## src/rtl/multicycle_controller.sv

```systemverilog
// rtl/multicycle_controller.sv - Multicycle RV32 control FSM (optional ILLEGAL_TRAP_EN adds a sticky TRAP state)
module multicycle_controller (
    input  logic       clk,
    input  logic       rst_n,
    input  logic [6:0] opcode,
    input  logic       zero,
    input  logic       mem_ready,
    output logic       mem_req,
    output logic       mem_we,
    output logic       adr_src,
    output logic       pc_write,
    output logic       ir_write,
    output logic       reg_write,
    output logic [1:0] alu_src_a,
    output logic [1:0] alu_src_b,
    output logic [1:0] result_src,
    output logic [1:0] alu_op,
    output logic [2:0] imm_src,
    output logic       trap,
    output logic [3:0] state_dbg
);

    localparam logic [6:0] OP_LOAD  = 7'b0000011;
    localparam logic [6:0] OP_STORE = 7'b0100011;
    localparam logic [6:0] OP_RTYPE = 7'b0110011;
    localparam logic [6:0] OP_ITYPE = 7'b0010011;
    localparam logic [6:0] OP_BEQ   = 7'b1100011;
    localparam logic [6:0] OP_JAL   = 7'b1101111;
    localparam logic [6:0] OP_LUI   = 7'b0110111;

    typedef enum logic [3:0] {
        FETCH    = 4'd0,
        DECODE   = 4'd1,
        MEMADR   = 4'd2,
        MEMREAD  = 4'd3,
        MEMWB    = 4'd4,
        MEMWRITE = 4'd5,
        EXECR    = 4'd6,
        EXECI    = 4'd7,
        ALUWB    = 4'd8,
        BEQ      = 4'd9,
        JAL      = 4'd10,
`ifdef ILLEGAL_TRAP_EN
        LUI      = 4'd11,
        TRAP     = 4'd12
`else
        LUI      = 4'd11
`endif
    } state_t;

    state_t state, state_next;
    logic   run_q;
    logic   active;

    // run_q delays the first request to the first edge after reset release
    always_ff @(posedge clk or negedge rst_n) begin
        if (!rst_n) begin
            state <= FETCH;
            run_q <= 1'b0;
        end else begin
            state <= state_next;
            run_q <= 1'b1;
        end
    end

    // Gating with rst_n keeps every enable low the instant reset asserts
    assign active    = rst_n & run_q;
    assign state_dbg = state;

    always_comb begin
        state_next = state;
        mem_req    = 1'b0;
        mem_we     = 1'b0;
        adr_src    = 1'b0;
        pc_write   = 1'b0;
        ir_write   = 1'b0;
        reg_write  = 1'b0;
        alu_src_a  = 2'd0;
        alu_src_b  = 2'd0;
        result_src = 2'd0;
        alu_op     = 2'd0;
        imm_src    = 3'd0;
        trap       = 1'b0;
        if (!active) begin
            state_next = FETCH;
        end else begin
            case (state)
                FETCH: begin
                    mem_req = 1'b1;
                    if (mem_ready) begin
                        ir_write   = 1'b1;
                        pc_write   = 1'b1;
                        state_next = DECODE;
                    end
                end
                DECODE: begin
                    alu_src_a = 2'd1;
                    alu_src_b = 2'd1;
                    imm_src   = 3'd2;
                    case (opcode)
                        OP_LOAD, OP_STORE: state_next = MEMADR;
                        OP_RTYPE:          state_next = EXECR;
                        OP_ITYPE:          state_next = EXECI;
                        OP_BEQ:            state_next = BEQ;
                        OP_JAL:            state_next = JAL;
                        OP_LUI:            state_next = LUI;
`ifdef ILLEGAL_TRAP_EN
                        default:           state_next = TRAP;
`else
                        default:           state_next = FETCH;
`endif
                    endcase
                end
                MEMADR: begin
                    imm_src    = (opcode == OP_STORE) ? 3'd1 : 3'd0;
                    state_next = (opcode == OP_STORE) ? MEMWRITE : MEMREAD;
                end
                MEMREAD: begin
                    mem_req = 1'b1;
                    adr_src = 1'b1;
                    if (mem_ready) state_next = MEMWB;
                end
                MEMWRITE: begin
                    mem_req = 1'b1;
                    mem_we  = 1'b1;
                    adr_src = 1'b1;
                    if (mem_ready) state_next = FETCH;
                end
                MEMWB: begin
                    result_src = 2'd1;
                    reg_write  = 1'b1;
                    state_next = FETCH;
                end
                EXECR: begin
                    alu_op     = 2'd2;
                    state_next = ALUWB;
                end
                EXECI: begin
                    alu_op     = 2'd2;
                    alu_src_b  = 2'd1;
                    state_next = ALUWB;
                end
                ALUWB: begin
                    reg_write  = 1'b1;
                    state_next = FETCH;
                end
                BEQ: begin
                    alu_op     = 2'd1;
                    pc_write   = zero;
                    state_next = FETCH;
                end
                JAL: begin
                    imm_src    = 3'd3;
                    pc_write   = 1'b1;
                    state_next = ALUWB;
                end
                LUI: begin
                    imm_src    = 3'd4;
                    result_src = 2'd3;
                    reg_write  = 1'b1;
                    state_next = FETCH;
                end
`ifdef ILLEGAL_TRAP_EN
                TRAP: begin
                    trap = 1'b1;
                end
`endif
                default: state_next = FETCH;
            endcase
        end
    end

endmodule

```

## config.mk

```make
export PLATFORM = sky130hd
export DESIGN_NAME = multicycle_controller
export DESIGN_NICKNAME = d
export VERILOG_FILES = /design/src/rtl/multicycle_controller.sv
export SDC_FILE = /design/constraint.sdc
export NUM_CORES = 1
export LEC_CHECK = 0
export ABC_AREA = 0
export CORE_UTILIZATION = 43
export DETAILED_ROUTE_END_ITERATION = 8
export PLACE_DENSITY = 0.85
export SETUP_SLACK_MARGIN = 0.2
export SLEW_MARGIN = 5
export SYNTH_ARGS = -nofsm -noshare
export SYNTH_HDL_FRONTEND = slang
export SYNTH_SLANG_ARGS = --single-unit
```

## constraint.sdc

```tcl
create_clock -name clk -period 2.41 [get_ports clk]
set_input_delay 0.3615 -clock clk [delete_from_list [all_inputs] [get_ports clk]]
set_output_delay 0.3615 -clock clk [all_outputs]
set_load 0.02 [all_outputs]
```

* Word-level counts from Yosys, hierarchy flattened
Index checks and enable logic that the tools add are counted.
W data, S select, Z words.
** Storage, ports and cells
- Register bits :: 5
- Bits of input ports :: 11
** Operators by class
- Eq/ne operators :: 21
- Mux-type cells :: 31
- Bitwise gates (word level) :: 1
- Reductions and logical operators :: 9
** Operator list (count)
- $pmux W4 S6 :: 2
- $eq A7 B6 Y1 const B :: 3
- $mux W1 :: 17
- $eq A4 B3 Y1 const B :: 4
- $eq A4 B4 Y1 const B :: 4
- $mux W4 :: 4
- $eq A7 B7 Y1 const B :: 2
- $pmux W3 S4 :: 1
- $ne A3 B3 Y1 const B :: 3
- $reduce_or A3 Y1 :: 3
- $eq A4 B2 Y1 const B :: 2
- $pmux W2 S2 :: 2
- $reduce_or A2 Y1 :: 4
- $eq A7 B2 Y1 const B :: 1
- $eq A7 B5 Y1 const B :: 1
- $mux W3 :: 2
- $eq A4 B1 Y1 const B :: 1
- $logic_not A4 Y1 :: 1
- $mux W2 :: 2
- $pmux W1 S3 :: 1
- $reduce_and A3 Y1 :: 1
- $and A1 B1 Y1 :: 1

* Depth between registers and ports, before layout
- Word-level depth :: 5
- Gate-level depth with buffers :: 5
- Gate-level depth less buffers :: 4

* Least setup slack after synthesis
No wires, ideal clock.
- Kind :: flip-flop to output port
- Start point :: register state[1], in the netlist state_dbg[1]
- End point :: output port imm_src[1]
- Data arrival time :: 1.424 ns
- Data required time :: 2.049 ns
- Slack :: 0.625 ns
- Stages on the path, launching flop included :: 5
- Buffers on the path :: 1
- Path through :: dfrtp_1 -> buf_4 -> and2b_2 -> a21oi_1 -> nor3_1
** Between the ends
- Longest elaborated chain between the ends :: 3
- Elaborated cells between the ends (all ways) :: 6
- Classes of those cells :: 4 x eq/ne; 2 x mux
** RTL lines
- start: declaration :: line 51 : state_t state, state_next;
- start signal: assignment :: line 61 : state <= state_next;
- $eq A4 B4 Y1 (tied with other cells) :: line 87 : case (state)
- $pmux W3 S4 * :: line 87
- $mux W3 * :: line 84 : if (!active) begin
- end: declaration :: line 18 : output logic [2:0] imm_src,
Every way passes the cells marked *; elsewhere a longest branch is shown, timed or not.

* Final worst setup path
- Start point :: input port opcode[0]
- End point :: output port imm_src[0]
** Between the ends
- Longest elaborated chain between the ends :: 4
** RTL lines
- start: declaration :: line 5 : input logic [6:0] opcode,
- $eq A7 B6 Y1 :: line 115 : imm_src = (opcode == OP_STORE) ? 3'd1 : 3'd0;
- $mux W1 :: line 115
- $pmux W3 S4 :: line 87
- $mux W3 :: line 84
No other way between the ends.

==> results.cfg <==
[floorplan]
boundaryPins = 33
start_util = 0.4878
core-area_mm2 = 0.001383
die_area_mm2 = 0.001731
die_w_um = 41.60
rows = 13
fp.dieH_um = 41.60

[cells_and_area]
finalCoreUtilization = 0.7421
diodes = 0
drive_gt1_frac = 0.2090
final_cells = 149
fin_area_mm2 = 0.001026
syn_to_final_growth_pct = 52.13
final_nets = 146

[detailed_routing]
drc = 0
vias = 839
avgViaCountPerCell = 5.631
wl_um = 2016
first_iter_violations = 20
drtPass1Iterations = 4
final_antenna_net_count = 0
wl_per_cell_um = 13.53

[pwr]
power.leakage_nw = 0.5268
peakVddDrop_v = 0.0002347
swShare = 0.3309
total_power_w = 0.0002975
p_int_w = 0.0001991
combPwrFrac = 0.336
p_switching_w = 0.00009843
clockPowerShare = 0.351
powerDensity_mw_per_mm2 = 290.0
sequentialPowerShare = 0.313

[logic_synthesis]
syn-instance-count = 96
syn_area_um2 = 674.4
synth_warnings = 0
ys_async_sr_fraction = 1.000
ys_types = 41
synth-seq-cells = 5
synth_edf_count = 0
ys_seq_area_frac = 0.1855
postSynthAreaPerCell_um2 = 7.025
ys.flop_type = dfrtp_1

[clock_tree]
post_cts_buffers = 0
cts_tree = yes
worstSkewPairLatency_ps = 260
root_buffer = clkbuf_4
cts-buffers-inserted = 3
clk_path_buf_depth = 2
h-tree-depth = 1
postCtsHoldBufs = 0
cts.sinks = 5
clk_pin_slew_worst_paths_ps = 50

[grt]
grt_pass1_wl_um = 3249
grt_pass1_vias = 743
antenna_found_initial = 0
grt_start_max_net_pins = 17
grt_usage = 0.2450
grt-ovfl-total = 0

[timing]
fmaxAchievable_ghz = 0.4757
setup_viol = 0
post-route-min-period_ps = 2102
setup_slack_ps = 307.9
finalCritPeriodShare = 0.8722
rsz0062_at_grt = no
worst_clock_skew_ps = 8.174
finalHoldViolations = 0
drv_slew = 0

[place]
port_buffers = 29
placedCellCount = 145
place_area_mm2 = 0.001012
place.gp.congestion = 0.8047
dp_hpwl_um = 1595
pre_cts_slack_ps = -0.9801

[outcome]
outcome = complete, no violations

[worst_setup_path]
end_kind = output pin
worstSetupStartpointType = input port
reg2reg_depth = 5
timing.rr.end = state_dbg[2]
r2r_slack_ps = 1030
r2r-start = state_dbg[2]
required_ps = 2050
cp_max_fo = 3
critPathArrivalTime_ps = 1740
crit_type = input port to output pin

[job]
maxCapViolCount = 0

[min_path]
hold_path.class = input port to async pin
[critical path: stages]
cell	delay, ps
clkdlybuf4s50_1	490
and3b_1	190
nand4b_1	180
a21oi_1	180
dlygate4sd2_1	340
[per-stage QoR]
stage | hold WS, ps | TNS, ps
final | 451.3 | 0
after global routing | 479.7 | 0
after CTS | 448.6 | 0
after detailed placement | 720.6 | -0.9801
after global placement | 707.6 | 0
after floorplan | 65.91 | 0
[flip-flops by register name, summed over array words and instances, names as in the netlist]
| signal | flops |
|---|---|
| run_q | 1 |
| state_dbg | 4 |
[area by class of cell]
type | instances | area, µm²
Multi-Input combinational cell | 82 | 486.7
Fill cell | 125 | 356.6
Sequential cell | 5 | 128.9
Timing Repair Buffer | 40 | 354.1
Tap cell | 15 | 18.77
Inverter | 3 | 11.26
Clock buffer | 4 | 26.28
[cells in the mapped netlist (2+ instances only)]
cell type / number / area [µm²]
and2_1: 2 / 12.51
o21ai_1: 4 / 20.02
nor3_1: 3 / 15.01
buf_4: 6 / 45.04
conb_1: 2 / 7.510
nand3_1: 2 / 10.01
xor2_1: 3 / 26.28
and3_4: 2 / 22.52
nor2_1: 13 / 48.80
a21oi_1: 6 / 30.03
dfrtp_1: 5 / 125.1
nand2b_1: 3 / 18.77
inv_1: 2 / 7.510
nand2_1: 14 / 52.55
and3_1: 2 / 12.51
o31ai_1: 2 / 15.01
[per-layer routing]
metal / track usage / share of wire / vias to the layer above / routed length (µm)
met5: 0 / 0 / - / 0
met4: 0.1677 / 0.032 / 0 / 65
met3: 0.04348 / 0.053 / 8 / 106
met2: 0.4281 / 0.51 / 35 / 1037
met1: 0.2642 / 0.40 / 388 / 806
li1: - / - / 408 / -
[cell families (layout without fill, tap and decap cells)]
logic type,after synthesis,in the layout,share of synthesized area
AND/OR/NAND/NOR,53,53,0.4397
buffers and inverters,11,47,0.1076
other,2,4,0.01114
flip-flops,5,5,0.1855
XOR/XNOR,3,3,0.03897
multiplexers,1,1,0.01484
AO/OA/AOI/OAI,21,21,0.2022
[cell usage in the layout (no fill, tap or decap), types with 4 or more instances in the layout]
cell type / Yosys / routed
nand2_1: 14 / 14
clkdlybuf4s50_1: 0 / 14
nor2_1: 13 / 12
buf_4: 6 / 11
dlygate4sd2_1: 0 / 9
a21oi_1: 6 / 6
o21ai_1: 4 / 4
conb_1: 2 / 4
[repair_timing]
| action | 4_1_cts | 5_1_grt |
|---|---|---|
| hold endpoints to repair | 0 | 0 |
| endpoints found under the setup margin | 15 | 6 |
| gates resized for setup | 16 | 9 |
[worst max-delay path by stage]
| stage | slack [ps] | depth (start not counted) | start | to |
|---|---|---|---|---|
| after floorplan | 620 | 4 | state_dbg[1] | imm_src[1] |
| after global placement | 20 | 5 | rst_n | alu_op[1] |
| after detailed placement | -1 | 5 | rst_n | alu_op[1] |
| after CTS | 70 | 5 | rst_n | alu_op[1] |
| after global routing | 200 | 6 | rst_n | result_src[1] |
| final | 310 | 5 | opcode[0] | imm_src[0] |
[power groups by stage]
stage | logic, W | registers [W] | clock network [W]
2_1_floorplan | 0.0000576 | 0.0000908 | 0
5_1_grt | 0.000108 | 0.0000938 | 0.000110
3_5_place_dp | 0.000102 | 0.0000940 | 0
4_1_cts | 0.0000998 | 0.0000931 | 0.000108
3_3_place_gp | 0.0000982 | 0.0000939 | 0
6_report | 0.000100 | 0.0000932 | 0.000104
(Power assumes the default switching activity.)
